[src/rtl/capture_snaplen_trunc.sv]
// Truncates capture-stream packets to a programmable snap length.
// The metadata length field is rewritten to the kept length.
module capture_snaplen_trunc #(
  parameter int C_M_AXIS_DATA_WIDTH  = 256,
  parameter int C_S_AXIS_DATA_WIDTH  = 256,
  parameter int C_M_AXIS_TUSER_WIDTH = 128,
  parameter int C_S_AXIS_TUSER_WIDTH = 128,
  parameter int C_S_AXI_DATA_WIDTH   = 32,
  parameter int NUM_WO_REGS          = 1
) (
  input  logic                                      axi_aclk,
  input  logic                                      axi_areset,
  input  logic [C_S_AXIS_DATA_WIDTH-1:0]            s_axis_tdata,
  input  logic [C_S_AXIS_DATA_WIDTH/8-1:0]          s_axis_tstrb,
  input  logic [C_S_AXIS_TUSER_WIDTH-1:0]           s_axis_tuser,
  input  logic                                      s_axis_tvalid,
  output logic                                      s_axis_tready,
  input  logic                                      s_axis_tlast,
  output logic [C_M_AXIS_DATA_WIDTH-1:0]            m_axis_tdata,
  output logic [C_M_AXIS_DATA_WIDTH/8-1:0]          m_axis_tstrb,
  output logic [C_M_AXIS_TUSER_WIDTH-1:0]           m_axis_tuser,
  output logic                                      m_axis_tvalid,
  input  logic                                      m_axis_tready,
  output logic                                      m_axis_tlast,
  input  logic [NUM_WO_REGS*C_S_AXI_DATA_WIDTH-1:0] wo_regs,
  output logic [31:0]                               trunc_count
);

  localparam int          StrbW      = C_S_AXIS_DATA_WIDTH / 8;
  localparam logic [15:0] BeatBytes  = 16'(StrbW);
  localparam logic [15:0] MinSnap    = 16'd64;

  typedef enum logic [1:0] {StSop, StPass, StDrop} state_e;

  state_e                            state_q;
  logic [15:0]                       byte_cnt_q;
  logic [15:0]                       eff_len_q;
  logic [31:0]                       trunc_count_q;
  logic                              m_tvalid_q;
  logic                              m_tlast_q;
  logic [C_S_AXIS_DATA_WIDTH-1:0]    m_tdata_q;
  logic [StrbW-1:0]                  m_tstrb_q;
  logic [C_S_AXIS_TUSER_WIDTH-1:0]   m_tuser_q;

  logic [15:0]                       snap;
  logic [15:0]                       snap_clamped;
  logic [15:0]                       pkt_len;
  logic [15:0]                       eff_len;
  logic [15:0]                       fwd_cnt;
  logic [15:0]                       rem;
  logic                              last_kept;
  logic [StrbW-1:0]                  keep_mask;
  logic [StrbW-1:0]                  out_strb;
  logic [C_S_AXIS_DATA_WIDTH-1:0]    out_data;
  logic [C_S_AXIS_TUSER_WIDTH-1:0]   out_user;
  logic                              s_fire;
  logic                              unused_wo_bits;

  assign unused_wo_bits = ^wo_regs[NUM_WO_REGS*C_S_AXI_DATA_WIDTH-1:16];

  // The snap register and packet length are only consulted on a first beat;
  // later beats reuse the length latched then, so register writes mid-packet
  // cannot disturb the packet in flight.
  always_comb begin
    snap         = wo_regs[15:0];
    pkt_len      = s_axis_tuser[15:0];
    snap_clamped = (snap < MinSnap) ? MinSnap : snap;
    if (state_q == StSop) begin
      fwd_cnt = 16'd0;
      if (snap == 16'd0) begin
        eff_len = pkt_len;
      end else begin
        eff_len = (pkt_len < snap_clamped) ? pkt_len : snap_clamped;
      end
    end else begin
      fwd_cnt = byte_cnt_q;
      eff_len = eff_len_q;
    end
    rem       = eff_len - fwd_cnt;
    last_kept = (rem <= BeatBytes);
  end

  always_comb begin
    keep_mask = '0;
    for (int i = 0; i < StrbW; i++) begin
      keep_mask[i] = (i < int'(rem));
    end
    out_strb = last_kept ? (s_axis_tstrb & keep_mask) : s_axis_tstrb;
    out_data = s_axis_tdata;
    for (int i = 0; i < StrbW; i++) begin
      if (last_kept && !out_strb[i]) begin
        out_data[8*i +: 8] = 8'h00;
      end
    end
    out_user = {s_axis_tuser[C_S_AXIS_TUSER_WIDTH-1:16], eff_len};
  end

  // Drops never need the output register, so the tail drains at full rate.
  assign s_axis_tready = (state_q == StDrop) || !m_tvalid_q || m_axis_tready;
  assign s_fire        = s_axis_tvalid && s_axis_tready;

  always_ff @(posedge axi_aclk or posedge axi_areset) begin
    if (axi_areset) begin
      state_q       <= StSop;
      byte_cnt_q    <= 16'd0;
      eff_len_q     <= 16'd0;
      trunc_count_q <= 32'd0;
      m_tvalid_q    <= 1'b0;
      m_tlast_q     <= 1'b0;
      m_tdata_q     <= '0;
      m_tstrb_q     <= '0;
      m_tuser_q     <= '0;
    end else begin
      if (m_tvalid_q && m_axis_tready) begin
        m_tvalid_q <= 1'b0;
      end
      if (s_fire) begin
        case (state_q)
          StSop, StPass: begin
            m_tvalid_q <= 1'b1;
            m_tdata_q  <= out_data;
            m_tstrb_q  <= out_strb;
            m_tuser_q  <= out_user;
            eff_len_q  <= eff_len;
            if (last_kept) begin
              m_tlast_q  <= 1'b1;
              byte_cnt_q <= 16'd0;
              if (!s_axis_tlast) begin
                state_q       <= StDrop;
                trunc_count_q <= trunc_count_q + 32'd1;
              end else begin
                state_q <= StSop;
              end
            end else if (s_axis_tlast) begin
              m_tlast_q  <= 1'b1;
              byte_cnt_q <= 16'd0;
              state_q    <= StSop;
            end else begin
              m_tlast_q  <= 1'b0;
              byte_cnt_q <= fwd_cnt + BeatBytes;
              state_q    <= StPass;
            end
          end
          StDrop: begin
            if (s_axis_tlast) begin
              state_q <= StSop;
            end
          end
          default: state_q <= StSop;
        endcase
      end
    end
  end

  assign m_axis_tvalid = m_tvalid_q;
  assign m_axis_tlast  = m_tlast_q;
  assign m_axis_tdata  = m_tdata_q;
  assign m_axis_tstrb  = m_tstrb_q;
  assign m_axis_tuser  = m_tuser_q;
  assign trunc_count   = trunc_count_q;

endmodule
[config.mk]
export PLATFORM = sky130hd
export DESIGN_NAME = capture_snaplen_trunc
export DESIGN_NICKNAME = d
export VERILOG_FILES = /design/src/rtl/capture_snaplen_trunc.sv
export SDC_FILE = /design/constraint.sdc
export NUM_CORES = 1
export LEC_CHECK = 0
export ABC_AREA = 1
export CORE_AREA = 2 2 353 355
export DETAILED_ROUTE_END_ITERATION = 16
export DIE_AREA = 0 0 355 357
export HOLD_SLACK_MARGIN = 0.06
export SLEW_MARGIN = 10
export SYNTH_ARGS = -nofsm -noshare
export SYNTH_HDL_FRONTEND = slang
export SYNTH_SLANG_ARGS = --single-unit
export TNS_END_PERCENT = 100
[constraint.sdc]
create_clock -name axi_aclk -period 57.8 [get_ports axi_aclk]
set_clock_uncertainty 0.2 [all_clocks]
set_input_delay 17.34 -clock axi_aclk [delete_from_list [all_inputs] [get_ports axi_aclk]]
set_output_delay 17.34 -clock axi_aclk [all_outputs]
set_load 0.005 [all_outputs]
==> results.sh, run 1 <==
export IMPL_cts_sinks=468
export IMPL_synth_edf_count=0
export IMPL_setup_violations=0
export IMPL_wl_um=105600
export IMPL_yosys_warnings=0
export IMPL_hold_buffers=0
export IMPL_drive_above_1_share_pct=5.032
export IMPL_critPathLaunchType="primary input"
export IMPL_ant_nets=0
export IMPL_avgRoutedWirePerCell_um=18.84
export IMPL_synthFlopType="dfrtp_1"
export IMPL_power_leakage_nw=17.44
export IMPL_syn_area_mm2=0.02274
export IMPL_track_usage_pct=16.04
export IMPL_max_cap_viol_count=0
export IMPL_min_period_ns=35.99
export IMPL_grt_pass1_wl_um=150400
export IMPL_stdcell_count=5604
export IMPL_synth_area_leader_cell="dfrtp_1"
export IMPL_rows=129
export IMPL_core_mm2=0.1230
export IMPL_clk_latency_ns=0.65
export IMPL_crit_type="in2out"
export IMPL_synth_area_leaders="dfrtp_1, nand2_1, inv_1"
export IMPL_synth_nets=3545
export IMPL_p_int_mw=1.021
export IMPL_finalCritPeriodShare_pct=62.27
export IMPL_fin_nets=4396
export IMPL_vias_per_cell=4.004
export IMPL_cts_root_buf="clkbuf_16"
export IMPL_fmax_mhz=27.78
export IMPL_overflow=0
export IMPL_synth_top_family_by_area="simple AND/OR/NAND/NOR gates"
export IMPL_post_synth_num_cell_types=48
export IMPL_synth_common_cells="nand2_1, dfrtp_1, inv_1, nor2_1, o21ai_0"
export IMPL_ir_worst_vdd_v=0.00002740
export IMPL_switching_share_pct=37.40
export IMPL_cts_buffers=61
export IMPL_die_area_mm2=0.1267
export IMPL_path_clk_slew_ns=0.05
export IMPL_p_clk_share_pct=23.8
export IMPL_gp_congestion=0.8580
export IMPL_synth_mux_area_share_pct=0
export IMPL_yosysTopAreaCellShare_pct=51.50
export IMPL_die_y_um=357
export IMPL_hold_viol_final=0
export IMPL_cts_setup_buffers=0
export IMPL_clockBufferDepth=3
export IMPL_ios=904
export IMPL_filler_cell_count=13240
export IMPL_die_w_um=355
export IMPL_tightest_slew_ns=1.063
export IMPL_avgSynthCellArea_um2=7.434
export IMPL_relSlewSlack_pct=29.10
export IMPL_portBuffers=887
export IMPL_finalSetupTns_ns=0
export IMPL_power_density_mw_per_mm2=46.11
export IMPL_cp_max_fo=2
export IMPL_dr_total_vias=22440
export IMPL_tritoncts="built"
export IMPL_initial_core_util_pct=18.49
export IMPL_synth_compound_area_share_pct=4.836
export IMPL_combPwrFrac_pct=44.0
export IMPL_area_delta_synth_final_pct=55.58
export IMPL_syn_inst=3059
export IMPL_async_reset_ff_share_pct=100.0
export IMPL_htree_levels=2
export IMPL_slew_viol_final=0
export IMPL_synth_xor_area_share_pct=0.5777
export IMPL_crit_path_end_kind="output port"
export IMPL_dp_cells=5484
export IMPL_dp_hpwl_um=81860
export IMPL_synthSimpleGateAreaFrac_pct=32.45
export IMPL_rsz0062_at_grt="no"
export IMPL_cts_resized=0
export IMPL_p_sw_uw=610.1
export IMPL_grt_max_degree=215
export IMPL_worstPathRequired_ns=40.26
export IMPL_min_path_type="reg2reg"
export IMPL_seqPwrFrac_pct=32.2
export IMPL_ys_ff_latch=468
export IMPL_first_iter_violations=1457
export IMPL_antenna_found_initial=39
export IMPL_route_detailed_drc=0
export IMPL_dr_pass1_iters=5
export IMPL_synth_most_common_cell="nand2_1"
export IMPL_arrival_ns=18.45
export IMPL_status="completed"
export IMPL_grt_pass1_vias=22030
export IMPL_ys_seq_area_share_pct=51.50
export IMPL_synthAdderAreaFrac_pct=1.849
## sequential cells by signal, indices dropped and copies added, names as in the netlist, named ones only
name and cells:
byte_cnt_q 16, m_axis_tdata 256, m_axis_tuser 113, state_q 2
eff_len_q 14, m_axis_tlast 1, m_axis_tvalid 1, m_axis_tstrb 32
trunc_count 32
## final cells by class
cell class / instances / area [µm²] / area share, %
tap: 1637 / 2048 / 5.789
antenna: 12 / 30.03 / 0.08487
timing repair buffer: 906 / 9046 / 25.57
sequential: 468 / 11710 / 33.10
clock inverter: 25 / 261.5 / 0.7391
inverter: 391 / 1483 / 4.191
multi-input combinational: 2082 / 9042 / 25.56
clock buffer: 83 / 1759 / 4.972
## cells by family after synthesis
logic type               count (synthesis)
flip-flops                             468
AND/OR/NAND/NOR                       1845
buffers and inverters                  509
XOR/XNOR                                15
adder cells (fa/ha/maj)                 33
AO/OA/AOI/OAI                          189
## power groups by stage
stage	Sequential [mW]	Clock [mW]	Combinational [mW]
after global placement	0.525	0	0.725
after floorplan	0.532	0	0.287
after detailed placement	0.528	0	0.726
final	0.526	0.388	0.717
after CTS	0.527	0.401	0.730
after global routing	0.542	0.413	0.799
## critical path, cell delays in order
cell and delay, ns:
clkdlybuf4s50_1 0.48, nor2_1 0.06, nand2_1 0.07, clkdlybuf4s50_1 0.50
## path summary, 6_finish.rpt
check / to / from / depth (start not counted) / slack (ns)
max: s_axis_tready / m_axis_tready / 4 / 21.81
min: m_axis_tuser[28] / m_axis_tuser[28] / 2 / 0.27
max reg2reg: m_axis_tdata[248] / state_q[1] / 26 / 51.28
min reg2reg: m_axis_tuser[28] / m_axis_tuser[28] / 2 / 0.27
max in group asynchronous: m_axis_tstrb[31] / axi_areset / 4 / 38.17
min in group asynchronous: m_axis_tdata[12] / axi_areset / 2 / 17.03
## metrics by stage
stage	worst slack, ns	utilization, %	total power [mW]	area (µm²)	hold slack, ns
after floorplan	22.77	-	0.8190	22740	0.2654
after global placement	21.79	27.10	1.250	33330	0.2554
after detailed placement	21.81	27.10	1.254	33330	0.2573
after CTS	21.80	28.74	1.659	35350	0.2717
after global routing	21.71	28.77	1.754	35380	0.2908
final	21.81	28.77	1.631	35380	0.2672
## placed cells by master (no fill, tap or decap), drive strengths merged, types with 9 or more instances in the layout
master         count
nand3b            11
inv              394
buf               19
nand3             81
o22ai             19
dfrtp            468
ha                32
nor2             334
nor3              19
nand2           1370
nand4             21
o21ai            121
xor2               9
a21oi             29
clkbuf            83
clkinv            17
clkdlybuf4s50    887
diode             12
## layer usage
metal / global-route usage [%] / routed length [µm] / up-vias
met5: 0 / 14 / -
li1: - / - / 10920
met4: 4.958 / 3233 / 4
met2: 26.70 / 50160 / 823
met1: 18.79 / 41600 / 10520
met3: 6.582 / 10580 / 171
No activity file was read; power rests on OpenSTA's default activity.
==> inputs of run 2 (changes only) <==
- CORE_AREA: 2 2 353 355 -> 2 2 347 349
- DIE_AREA: 0 0 355 357 -> 0 0 349 351
- clock period: 57.8 -> 37.2 ns (I/O delays scaled with it)
==> run 2 against run 1 <==
Compared with the run above: power up 55%; highest routed layer is now met4; critical path depth unchanged; non-clock buffer count up 2; first-iteration DRC count up 8.5%; sequential power up 55%; clock power up 55%; flip-flop and latch count unchanged; die area down 3.3%; critical path type unchanged; via count down 0.57%.
==> results.sh, run 2 (synthesis results as in run 1) <==
export IMPL_wl_um=103800
export IMPL_min_path_type="reg2reg"
export IMPL_vias_per_cell=4.042
export IMPL_switching_share_pct=37.20
export IMPL_tightest_slew_ns=0.9976
export IMPL_cp_max_fo=2
export IMPL_min_period_ns=23.65
export IMPL_p_int_mw=1.587
export IMPL_finalCritPeriodShare_pct=63.57
export IMPL_grt_pass1_vias=21520
export IMPL_portBuffers=887
export IMPL_reg2reg_to="m_axis_tdata[254]"
export IMPL_initial_core_util_pct=19.11
export IMPL_stdcell_count=5519
export IMPL_clockBufferDepth=3
export IMPL_hold_start="m_axis_tuser[32]"
export IMPL_worstPathRequired_ns=25.84
export IMPL_setup_violations=0
export IMPL_max_cap_viol_count=0
export IMPL_crit_type="in2out"
export IMPL_worstHoldEndpoint="m_axis_tuser[32]"
export IMPL_tritoncts="built"
export IMPL_first_iter_violations=1581
export IMPL_hold_viol_final=0
export IMPL_ir_worst_vdd_v=0.00004045
export IMPL_finalSetupTns_ns=0
export IMPL_rows=127
export IMPL_seqPwrFrac_pct=32.3
export IMPL_avgRoutedWirePerCell_um=18.81
export IMPL_whs_path_depth=2
export IMPL_htree_levels=2
export IMPL_antenna_found_initial=22
export IMPL_final_area_mm2=0.03528
export IMPL_grt_max_degree=161
export IMPL_final_cell_mix="nand2_1, clkdlybuf4s50_1, dfrtp_1"
export IMPL_p_sw_uw=940.1
export IMPL_path_clk_slew_ns=0.06
export IMPL_post_layout_total_power_mw=2.527
export IMPL_die_area_mm2=0.1225
export IMPL_worst_slack_ns=13.55
export IMPL_regToRegSetupSlack_ns=30.58
export IMPL_dp_hpwl_um=81090
export IMPL_crit_path_end_kind="output port"
export IMPL_gp_congestion=0.8579
export IMPL_dr_pass1_iters=6
export IMPL_cts_buffers=59
export IMPL_critPathLaunchType="primary input"
export IMPL_status="completed"
export IMPL_track_usage_pct=16.25
export IMPL_slew_viol_final=0
export IMPL_combPwrFrac_pct=43.9
export IMPL_drive_above_1_share_pct=5.051
export IMPL_hold_buffers=0
export IMPL_ios=904
export IMPL_largest_register_ffs=256
export IMPL_dp_cells=5397
export IMPL_ant_nets=0
export IMPL_cts_resized=0
export IMPL_die_w_um=349
export IMPL_relSlewSlack_pct=33.50
export IMPL_cts_root_buf="clkbuf_16"
export IMPL_cts_sinks=468
export IMPL_final_common_cell="nand2_1"
export IMPL_rsz0062_at_grt="no"
export IMPL_core_mm2=0.1190
export IMPL_placed_area_mm2=0.03322
export IMPL_fin_nets=4396
export IMPL_p_clk_share_pct=23.8
export IMPL_fmax_mhz=42.29
export IMPL_r2r_start="state_q[1]"
export IMPL_arrival_ns=12.29
export IMPL_grt_pass1_wl_um=146700
export IMPL_power_density_mw_per_mm2=71.64
export IMPL_die_y_um=351
export IMPL_route_detailed_drc=0
export IMPL_overflow=0
export IMPL_preCtsSetupSlack_ns=13.54
export IMPL_power_leakage_nw=17.43
export IMPL_dr_total_vias=22310
export IMPL_clk_latency_ns=0.67
export IMPL_worstRegToRegCells=26
export IMPL_area_delta_synth_final_pct=55.13
export IMPL_cts_setup_buffers=0
## run 2: routing by layer
metal  track usage (%)  wire length, µm  vias to the layer above
met5                 0                0                        -
met4             4.187             2635                        0
met3             4.939             8245                      130
met2             28.36            50890                      782
met1             19.34            42030                    10480
li1                  -                -                    10910
## run 2: how the worst max path moves through the flow
| stage | startpoint | endpoint | depth (start not counted) |
|---|---|---|---|
| final | m_axis_tready | s_axis_tready | 4 |
| after CTS | m_axis_tready | s_axis_tready | 4 |
| after floorplan | axi_areset | async pin | 1 |
| after detailed placement | m_axis_tready | s_axis_tready | 4 |
| after global placement | m_axis_tready | s_axis_tready | 4 |
| after global routing | m_axis_tready | s_axis_tready | 4 |
## run 2: power groups by stage
| stage | Sequential, mW | Clock, mW | Combinational (mW) |
|---|---|---|---|
| after detailed placement | 0.821 | 0 | 1.12 |
| after CTS | 0.818 | 0.621 | 1.13 |
| after global routing | 0.841 | 0.642 | 1.23 |
| after floorplan | 0.827 | 0 | 0.446 |
| after global placement | 0.818 | 0 | 1.12 |
| final | 0.817 | 0.601 | 1.11 |
## run 2: stage by stage
step | utilization [%] | hold slack (ns)
floorplan | - | 0.2654
global placement | 27.91 | 0.2553
detailed placement | 27.91 | 0.2572
CTS | 29.62 | 0.2721
global route | 29.63 | 0.2876
finish | 29.64 | 0.2679
## run 2: area by class of cell
| class | instances | area [µm²] |
|---|---|---|
| multi-input cells | 2082 | 9042 |
| inverters | 391 | 1483 |
| diodes | 11 | 27.53 |
| clock inverters | 26 | 306.5 |
| fillers | 12830 | 83740 |
| clock buffers | 85 | 1724 |
| repair buffers | 908 | 9049 |
| well taps | 1548 | 1937 |
| flip-flops and latches | 468 | 11710 |
## run 2: worst max-delay path: stages
cell and delay (ns):
clkdlybuf4s50_1 0.42, nor2_1 0.17, nand2_1 0.09, clkdlybuf4s50_1 0.45
